===== src/rtl/clb_cfg_pkg.sv =====
// Shared types and sizing helpers for the CLB switch box configuration loader.
package clb_cfg_pkg;

  // Loader FSM states.
  typedef enum logic [1:0] {
    StIdle,
    StLoad,
    StCommit,
    StError
  } cfg_state_e;

  // Width of the switch box c bus: each single pair and each double-wire pair of
  // pairs needs 8 connection bits.
  function automatic int unsigned conf_width(input int unsigned ws, input int unsigned wd);
    return (ws + wd / 2) * 8;
  endfunction

  // Number of stream words needed to cover the c bus.
  function automatic int unsigned num_words(input int unsigned cw, input int unsigned chunk);
    return (cw + chunk - 1) / chunk;
  endfunction

  // Word counter width; never narrower than one bit.
  function automatic int unsigned cnt_width(input int unsigned nw);
    return (nw > 1) ? $clog2(nw) : 1;
  endfunction

  // Counter width for the default geometry (WS=8, WD=8, CHUNK=8).
  localparam int unsigned CNT_W = $clog2(num_words(conf_width(8, 8), 8));

endpackage


===== src/rtl/clb_switch_box_config_loader.sv =====
// Streams a switch box configuration word in CHUNK-bit pieces into a shadow register
// and commits it to the c bus in one edge, so the fabric never sees a partial load.
module clb_switch_box_config_loader
  import clb_cfg_pkg::*;
#(
  parameter int unsigned WS         = 8,
  parameter int unsigned WD         = 8,
  parameter int unsigned CONF_WIDTH = conf_width(WS, WD),
  parameter int unsigned CHUNK      = 8
) (
  input  logic                  clk,
  input  logic                  rst_n,
  input  logic                  start,
  input  logic                  abort,
  input  logic                  cfg_valid,
  output logic                  cfg_ready,
  input  logic [CHUNK-1:0]      cfg_data,
  input  logic                  cfg_last,
  output logic [CONF_WIDTH-1:0] c,
  output logic                  busy,
  output logic                  done,
  output logic                  err
);

  localparam int unsigned NW = num_words(CONF_WIDTH, CHUNK);
  localparam int unsigned CW = cnt_width(NW);
  localparam logic [CW-1:0] LAST_IDX = CW'(NW - 1);

  cfg_state_e            state_q;
  logic [CW-1:0]         cnt_q;
  logic [CONF_WIDTH-1:0] shadow_q;
  logic [CONF_WIDTH-1:0] shadow_d;
  logic [CONF_WIDTH-1:0] word_data;
  logic [CONF_WIDTH-1:0] word_mask;
  int unsigned           shamt;
  logic                  accept;

  assign accept = cfg_valid && cfg_ready;

  // Merge the incoming word into chunk slot cnt_q; shifting within CONF_WIDTH drops
  // the bits of the final word that fall above the c bus.
  always_comb begin
    shamt     = 32'(cnt_q) * CHUNK;
    word_data = CONF_WIDTH'(cfg_data) << shamt;
    word_mask = CONF_WIDTH'({CHUNK{1'b1}}) << shamt;
    shadow_d  = (shadow_q & ~word_mask) | word_data;
  end

  // Loader FSM with registered handshake/status outputs, counter, shadow and c.
  always_ff @(posedge clk or negedge rst_n) begin
    if (!rst_n) begin
      state_q   <= StIdle;
      cnt_q     <= '0;
      shadow_q  <= '0;
      c         <= '0;
      cfg_ready <= 1'b0;
      busy      <= 1'b0;
      done      <= 1'b0;
      err       <= 1'b0;
    end else begin
      done <= 1'b0;
      unique case (state_q)
        StIdle: begin
          if (start) begin
            cnt_q     <= '0;
            err       <= 1'b0;
            cfg_ready <= 1'b1;
            busy      <= 1'b1;
            state_q   <= StLoad;
          end
        end
        StLoad: begin
          if (abort) begin
            // Abort beats a coincident handshake: the word is dropped.
            cfg_ready <= 1'b0;
            busy      <= 1'b0;
            state_q   <= StIdle;
          end else if (accept) begin
            shadow_q <= shadow_d;
            cnt_q    <= cnt_q + CW'(1);
            if (cnt_q == LAST_IDX) begin
              cfg_ready <= 1'b0;
              if (cfg_last) begin
                state_q <= StCommit;
              end else begin
                busy    <= 1'b0;
                err     <= 1'b1;
                state_q <= StError;
              end
            end else if (cfg_last) begin
              cfg_ready <= 1'b0;
              busy      <= 1'b0;
              err       <= 1'b1;
              state_q   <= StError;
            end
          end
        end
        StCommit: begin
          c       <= shadow_q;
          done    <= 1'b1;
          busy    <= 1'b0;
          state_q <= StIdle;
        end
        StError: begin
          state_q <= StIdle;
        end
        default: begin
          cfg_ready <= 1'b0;
          busy      <= 1'b0;
          state_q   <= StIdle;
        end
      endcase
    end
  end

endmodule


===== config.mk =====
export PLATFORM = sky130hd
export DESIGN_NAME = clb_switch_box_config_loader
export DESIGN_NICKNAME = d
export VERILOG_FILES = /design/src/rtl/clb_cfg_pkg.sv /design/src/rtl/clb_switch_box_config_loader.sv
export SDC_FILE = /design/constraint.sdc
export NUM_CORES = 1
export LEC_CHECK = 0
export BUFFER_PORTS_ARGS = -buffer_cell sky130_fd_sc_hd__buf_2
export CORE_ASPECT_RATIO = 0.6
export CORE_MARGIN = 2
export CORE_UTILIZATION = 55
export DETAILED_ROUTE_END_ITERATION = 8
export PLACE_DENSITY = 0.83
export SYNTH_ARGS = -nofsm -noshare
export SYNTH_HDL_FRONTEND = slang
export SYNTH_SLANG_ARGS = --single-unit

===== constraint.sdc =====
create_clock -name clk -period 2 [get_ports clk]
set_input_delay 0.2 -clock clk [delete_from_list [all_inputs] [get_ports clk]]
set_output_delay 0.2 -clock clk [all_outputs]
set_load 0.1 [all_outputs]

Word-level counts from Yosys, hierarchy flattened
Index checks and enable logic that the tools add are counted.
{ "totals": {"ff_bits": 202, "input_bits": 14} }
{ "classes": {"shifts": 2, "n_addsub": 1, "n_mux": 30, "n_eq_ne": 12, "reduce_logical": 11, "n_bitwise": 4} }
{ "ops": {"columns": ["operator", "n"], "rows": [
  ["96-bit AND", 1],
  ["96-bit NOT", 1],
  ["96-bit OR", 1],
  ["8-bit by 7-bit left shift with 96-bit output", 1],
  ["8-bit by 7-bit left shift with 96-bit output (first input constant)", 1],
  ["1-bit two-way mux", 17],
  ["4-bit two-way mux", 3],
  ["2-bit two-way mux", 5],
  ["3-bit != test (second input constant)", 3],
  ["4-bit != test (second input constant)", 2],
  ["4-bit case mux with 2 select lines", 1],
  ["4-bit AND reduction", 2],
  ["2-bit != test (second input constant)", 3],
  ["2-bit case mux with 3 select lines", 1],
  ["3-bit AND reduction", 2],
  ["6-bit AND reduction", 1],
  ["5-bit AND reduction", 1],
  ["4-bit by 1-bit adder with 4-bit output (second input constant)", 1],
  ["2-bit equality test (second input constant)", 2],
  ["4-bit equality test (second input constant)", 1],
  ["1-bit case mux with 2 select lines", 2],
  ["1-bit case mux with 3 select lines", 1],
  ["3-bit nonzero test", 1],
  ["2-bit by 1-bit equality test with 1-bit output (second input constant)", 1],
  ["other kinds (5)", 5]
]} }

Depth between registers and ports, before layout
{ "logic_depth": {"depth_word": 5, "depth_mapped": 7} }

Worst setup path after synthesis
No wires, ideal clock.
{ "synth_timing": {"path_type": "flip-flop to flip-flop", "start": "register cfg_ready", "end": "register shadow_q[81]", "path_slack_ns": -0.154, "stages_incl_launch_ff": 6, "t_arrival_ns": 2.033, "setup_ns": 0.122, "t_required_ns": 1.878, "n_path_buf": 1, "period_less_slack_ns": 2.154, "path_cell_list": "dfrtp_1 > nand4b_4 > nor3b_2 > buf_4 > nand2_2 > a32o_1"} }
{ "synth_between": {"elab_chain_len": 2} }
{ "synth_rtl": {"columns": ["element", "line", "source"], "rows": [
  ["from (decl)", "clb_switch_box_config_loader.sv:16", "output logic cfg_ready,"],
  ["from (signal assigned)", "clb_switch_box_config_loader.sv:56", "cfg_ready <= 1'b0;"],
  ["from (signal assigned)", "clb_switch_box_config_loader.sv:67", "cfg_ready <= 1'b1;"],
  ["from (signal assigned)", "clb_switch_box_config_loader.sv:75", "cfg_ready <= 1'b0;"],
  ["1-bit logical AND", "clb_switch_box_config_loader.sv:38", "assign accept = cfg_valid && cfg_ready;"],
  ["3-bit AND reduction (no source line)", null, null],
  ["to (signal assigned)", "clb_switch_box_config_loader.sv:79", "shadow_q <= shadow_d;"],
  ["to (decl)", "clb_switch_box_config_loader.sv:31", "logic [CONF_WIDTH-1:0] shadow_q;"]
]} }
Every way passes these cells.
A chain may end at the register's enable or synchronous reset.

Worst setup path after layout
{ "layout_timing": {"start": "register state_q[1]", "end": "register shadow_q[66]"} }
{ "layout_between": {"elab_chain_len": 2} }
{ "layout_rtl": {"columns": ["element", "line", "source"], "rows": [
  ["from (decl)", "clb_switch_box_config_loader.sv:29", "cfg_state_e state_q;"],
  ["from (signal assigned)", "clb_switch_box_config_loader.sv:52", "state_q <= StIdle;"],
  ["from (signal assigned)", "clb_switch_box_config_loader.sv:69", "state_q <= StLoad;"],
  ["from (signal assigned)", "clb_switch_box_config_loader.sv:77", "state_q <= StIdle;"],
  ["2-bit by 1-bit equality test with 1-bit output", "clb_switch_box_config_loader.sv:62", "unique case (state_q)"],
  ["3-bit AND reduction (no source line)", null, null]
]} }
Every way passes these cells.

==> flow_summary.toml <==
[yosys]
async_reset_ff_share_pct = 100
seq_area_frac_synth_pct = 64.8
synthesis.area_um2 = 7800
syn_avg_cell_area_um2 = 15.1
yosysTopAreaCell = "dfrtp_1"
syn-instance-count = 515
synth_edf_count = 0
yosysWarnings = 0
synth_top_cell_area_share_pct = 64.8
yosysUniqueCellTypes = 39
synthFlopType = "dfrtp_1"
syn-num-nets = 539
synth_area_leaders = "dfrtp_1 65%, mux2_2 14%, a32o_1 11%, ha_1 1.6%, clkbuf_1 1.2%"
synth-seq-cells = 202

[routing]
vias_per_cell = 6.17
wl_per_cell_um = 21.6
drt_drc_violations_left = 0
drt_iter0_drc = 453
drt_first_pass_iters = 5
num_vias = 5150
ant_nets = 0
wl_mm = 18.1

[cts]
clk_pin_slew_ns = 0.07
cts_max_level = 1
cts_made_buffers = 18
cts_buffer_depth = 3
cts_tree = "done"
clkLatencyLatePin_ns = 0.48
clock-sinks = 202
cts_root_buffer = "clkbuf_16"

[hold_path]
min_path_type = "in -> reg"
min_path_cells = 3

[place]
place_congestion = 0.912
numPortBuffers = 113
place_area_um2 = 8680
place_hpwl_mm = 11.8

[worst_setup_path]
critPathKind = "reg -> reg"
rr_worst_depth = 6
path_buf_inv = 1
path_cells = "inv_1, ha_1, nand4b_4, nor3b_4, nand2_1, a22o_1"
cpPeakStageDelay_ns = 0.44
crit_family = "simple AND/OR/NAND/NOR gates"
start_kind = "flop"
worst_path_max_delay_cell = "dfrtp_1"
arrival_ns = 2.32
required_ns = 2.36
cp-end-kind = "flop"
critPathMaxFanout = 8
cp.depth = 6

[sta]
period_share_pct = 98.0
whs_ns = 0.0755
max_clock_freq_ghz = 0.510
finalClockSkew_ns = 0.0110
slew_violations = 0
worst_slew_pin_slew_ns = 0.575
grt_setup_unrepaired = "true"
finalSetupViolations = 0
slew_headroom_pct = 61.5
min_period_ns = 1.96
hold_viol_final = 0

[finish]
fill_cells = 951
n_antenna_cell = 0
final_cell_mix = "201 x dfrtp_1, 112 x buf_2, 96 x mux2_2, 84 x a32o_1, 19 x clkbuf_16"
postLayoutCellArea_um2 = 9290
area_growth_pct = 19.1
final_common_cell = "dfrtp_1"
drive_gt1_share_pct = 42.1
nets = 655

[grt]
grt_pass1_wl_mm = 27.7
overflow = 0
grt_pass1_vias = 5012
grt_use_total_pct = 23.9
grt_max_degree = 67
antenna_found_initial = 0

[pwr]
p_leak_nw = 4.71
power_density_nw_per_um2 = 1490
ir_drop_mv = 1.12

[job]
cap_viol_max_count = 0

[floorplanning]
dieArea_um2 = 15200
core_area_um2 = 13700
rows = 33
ios = 114
die_w_um = 158
die_h_um = 96.2
initial_core_util_pct = 56.7

[run_status]
status = "completed"
## final cells by class
class / instances / area (µm²) / share of cell area (%)
Clock buffer: 26 / 542 / 5.83
Clock inverter: 6 / 32.5 / 0.350
Inverter: 8 / 30.0 / 0.323
Multi-Input combinational cell: 267 / 2590 / 27.9
Sequential cell: 202 / 5060 / 54.4
Tap cell: 192 / 240 / 2.59
Timing Repair Buffer: 134 / 801 / 8.62
## synth_stat cells, drive strengths merged, types with 2 or more instances
| cell type | number |
|---|---|
| a21oi | 4 |
| a22o | 3 |
| a32o | 84 |
| buf | 14 |
| clkbuf | 24 |
| dfrtp | 202 |
| ha | 10 |
| inv | 8 |
| mux2 | 96 |
| mux2i | 4 |
| nand2 | 16 |
| nand3 | 6 |
| nor2 | 10 |
| nor2b | 2 |
| nor3 | 4 |
| o2bb2ai | 9 |
| o31ai | 2 |
## routing by layer
layer  up-vias  track usage, %  part of all wire (%)
li1       2208               -                     -
met1      2658            35.2                    45
met2       259            35.8                    44
met3        25            7.02                   9.1
met4         0            4.09                   1.4
met5         -               0                     0
## kinds of logic (layout without fill, tap and decap cells)
logic type	after synthesis	count (layout)	share of synthesized area (%)
compound gates	110	110	13.3
xor+xnor	1	1	0.112
fa+ha+maj	10	10	1.60
buf+inv	46	174	2.45
flops	202	202	64.8
mux	100	100	14.4
simple gates	46	46	3.30
## worst register-to-register path, cell delays in order, from the launching register on
cell and delay (ns):
dfrtp_1 0.44, inv_1 0.11, ha_1 0.21, nand4b_4 0.20, nor3b_4 0.34, nand2_1 0.25, a22o_1 0.29
## repair_timing
item                       CTS  global route
resized for setup            0             3
hold endpoints to repair    49             0
buffers inserted             0             2
hold buffers                 1             0
setup endpoints to repair    0            33
## through the flow
stage,util (%),setup slack [ns],setup TNS [ns],cells,total power (W)
global placement,63.2,0.144,0,800,0.0103
CTS,67.4,0.0560,0,833,0.0138
finish,67.6,0.0395,0,835,0.0138
global route,67.6,-0.0379,-0.219,835,0.0143
detailed placement,63.2,0.0693,0,800,0.0105
floorplan,-,0.172,0,515,0.00937
## flip-flops by register name (all words and copies together), names as in the netlist
| register | count |
|---|---|
| busy | 1 |
| c | 96 |
| cfg_ready | 1 |
| cnt_q | 4 |
| done | 1 |
| err | 1 |
| shadow_q | 96 |
| state_q | 2 |
## power breakdown
part | total, W | internal, W | switching, W
logic | 0.00497 | 0.00119 | 0.00378
registers | 0.00547 | 0.00490 | 0.000573
clock network | 0.00336 | 0.00189 | 0.00147
total | 0.0138 | 0.00797 | 0.00583
## worst paths after layout
check / from / endpoint / slack, ns
min in group asynchronous: rst_n / c[69] / 0.26
min reg2reg: shadow_q[26] / shadow_q[26] / 0.49
max reg2reg: state_q[1] / shadow_q[66] / 0.04
max in group asynchronous: rst_n / c[18] / 0.94
max: state_q[1] / shadow_q[66] / 0.04
min: cfg_data[2] / shadow_q[18] / 0.08
Power figures use the tool's default switching activity.
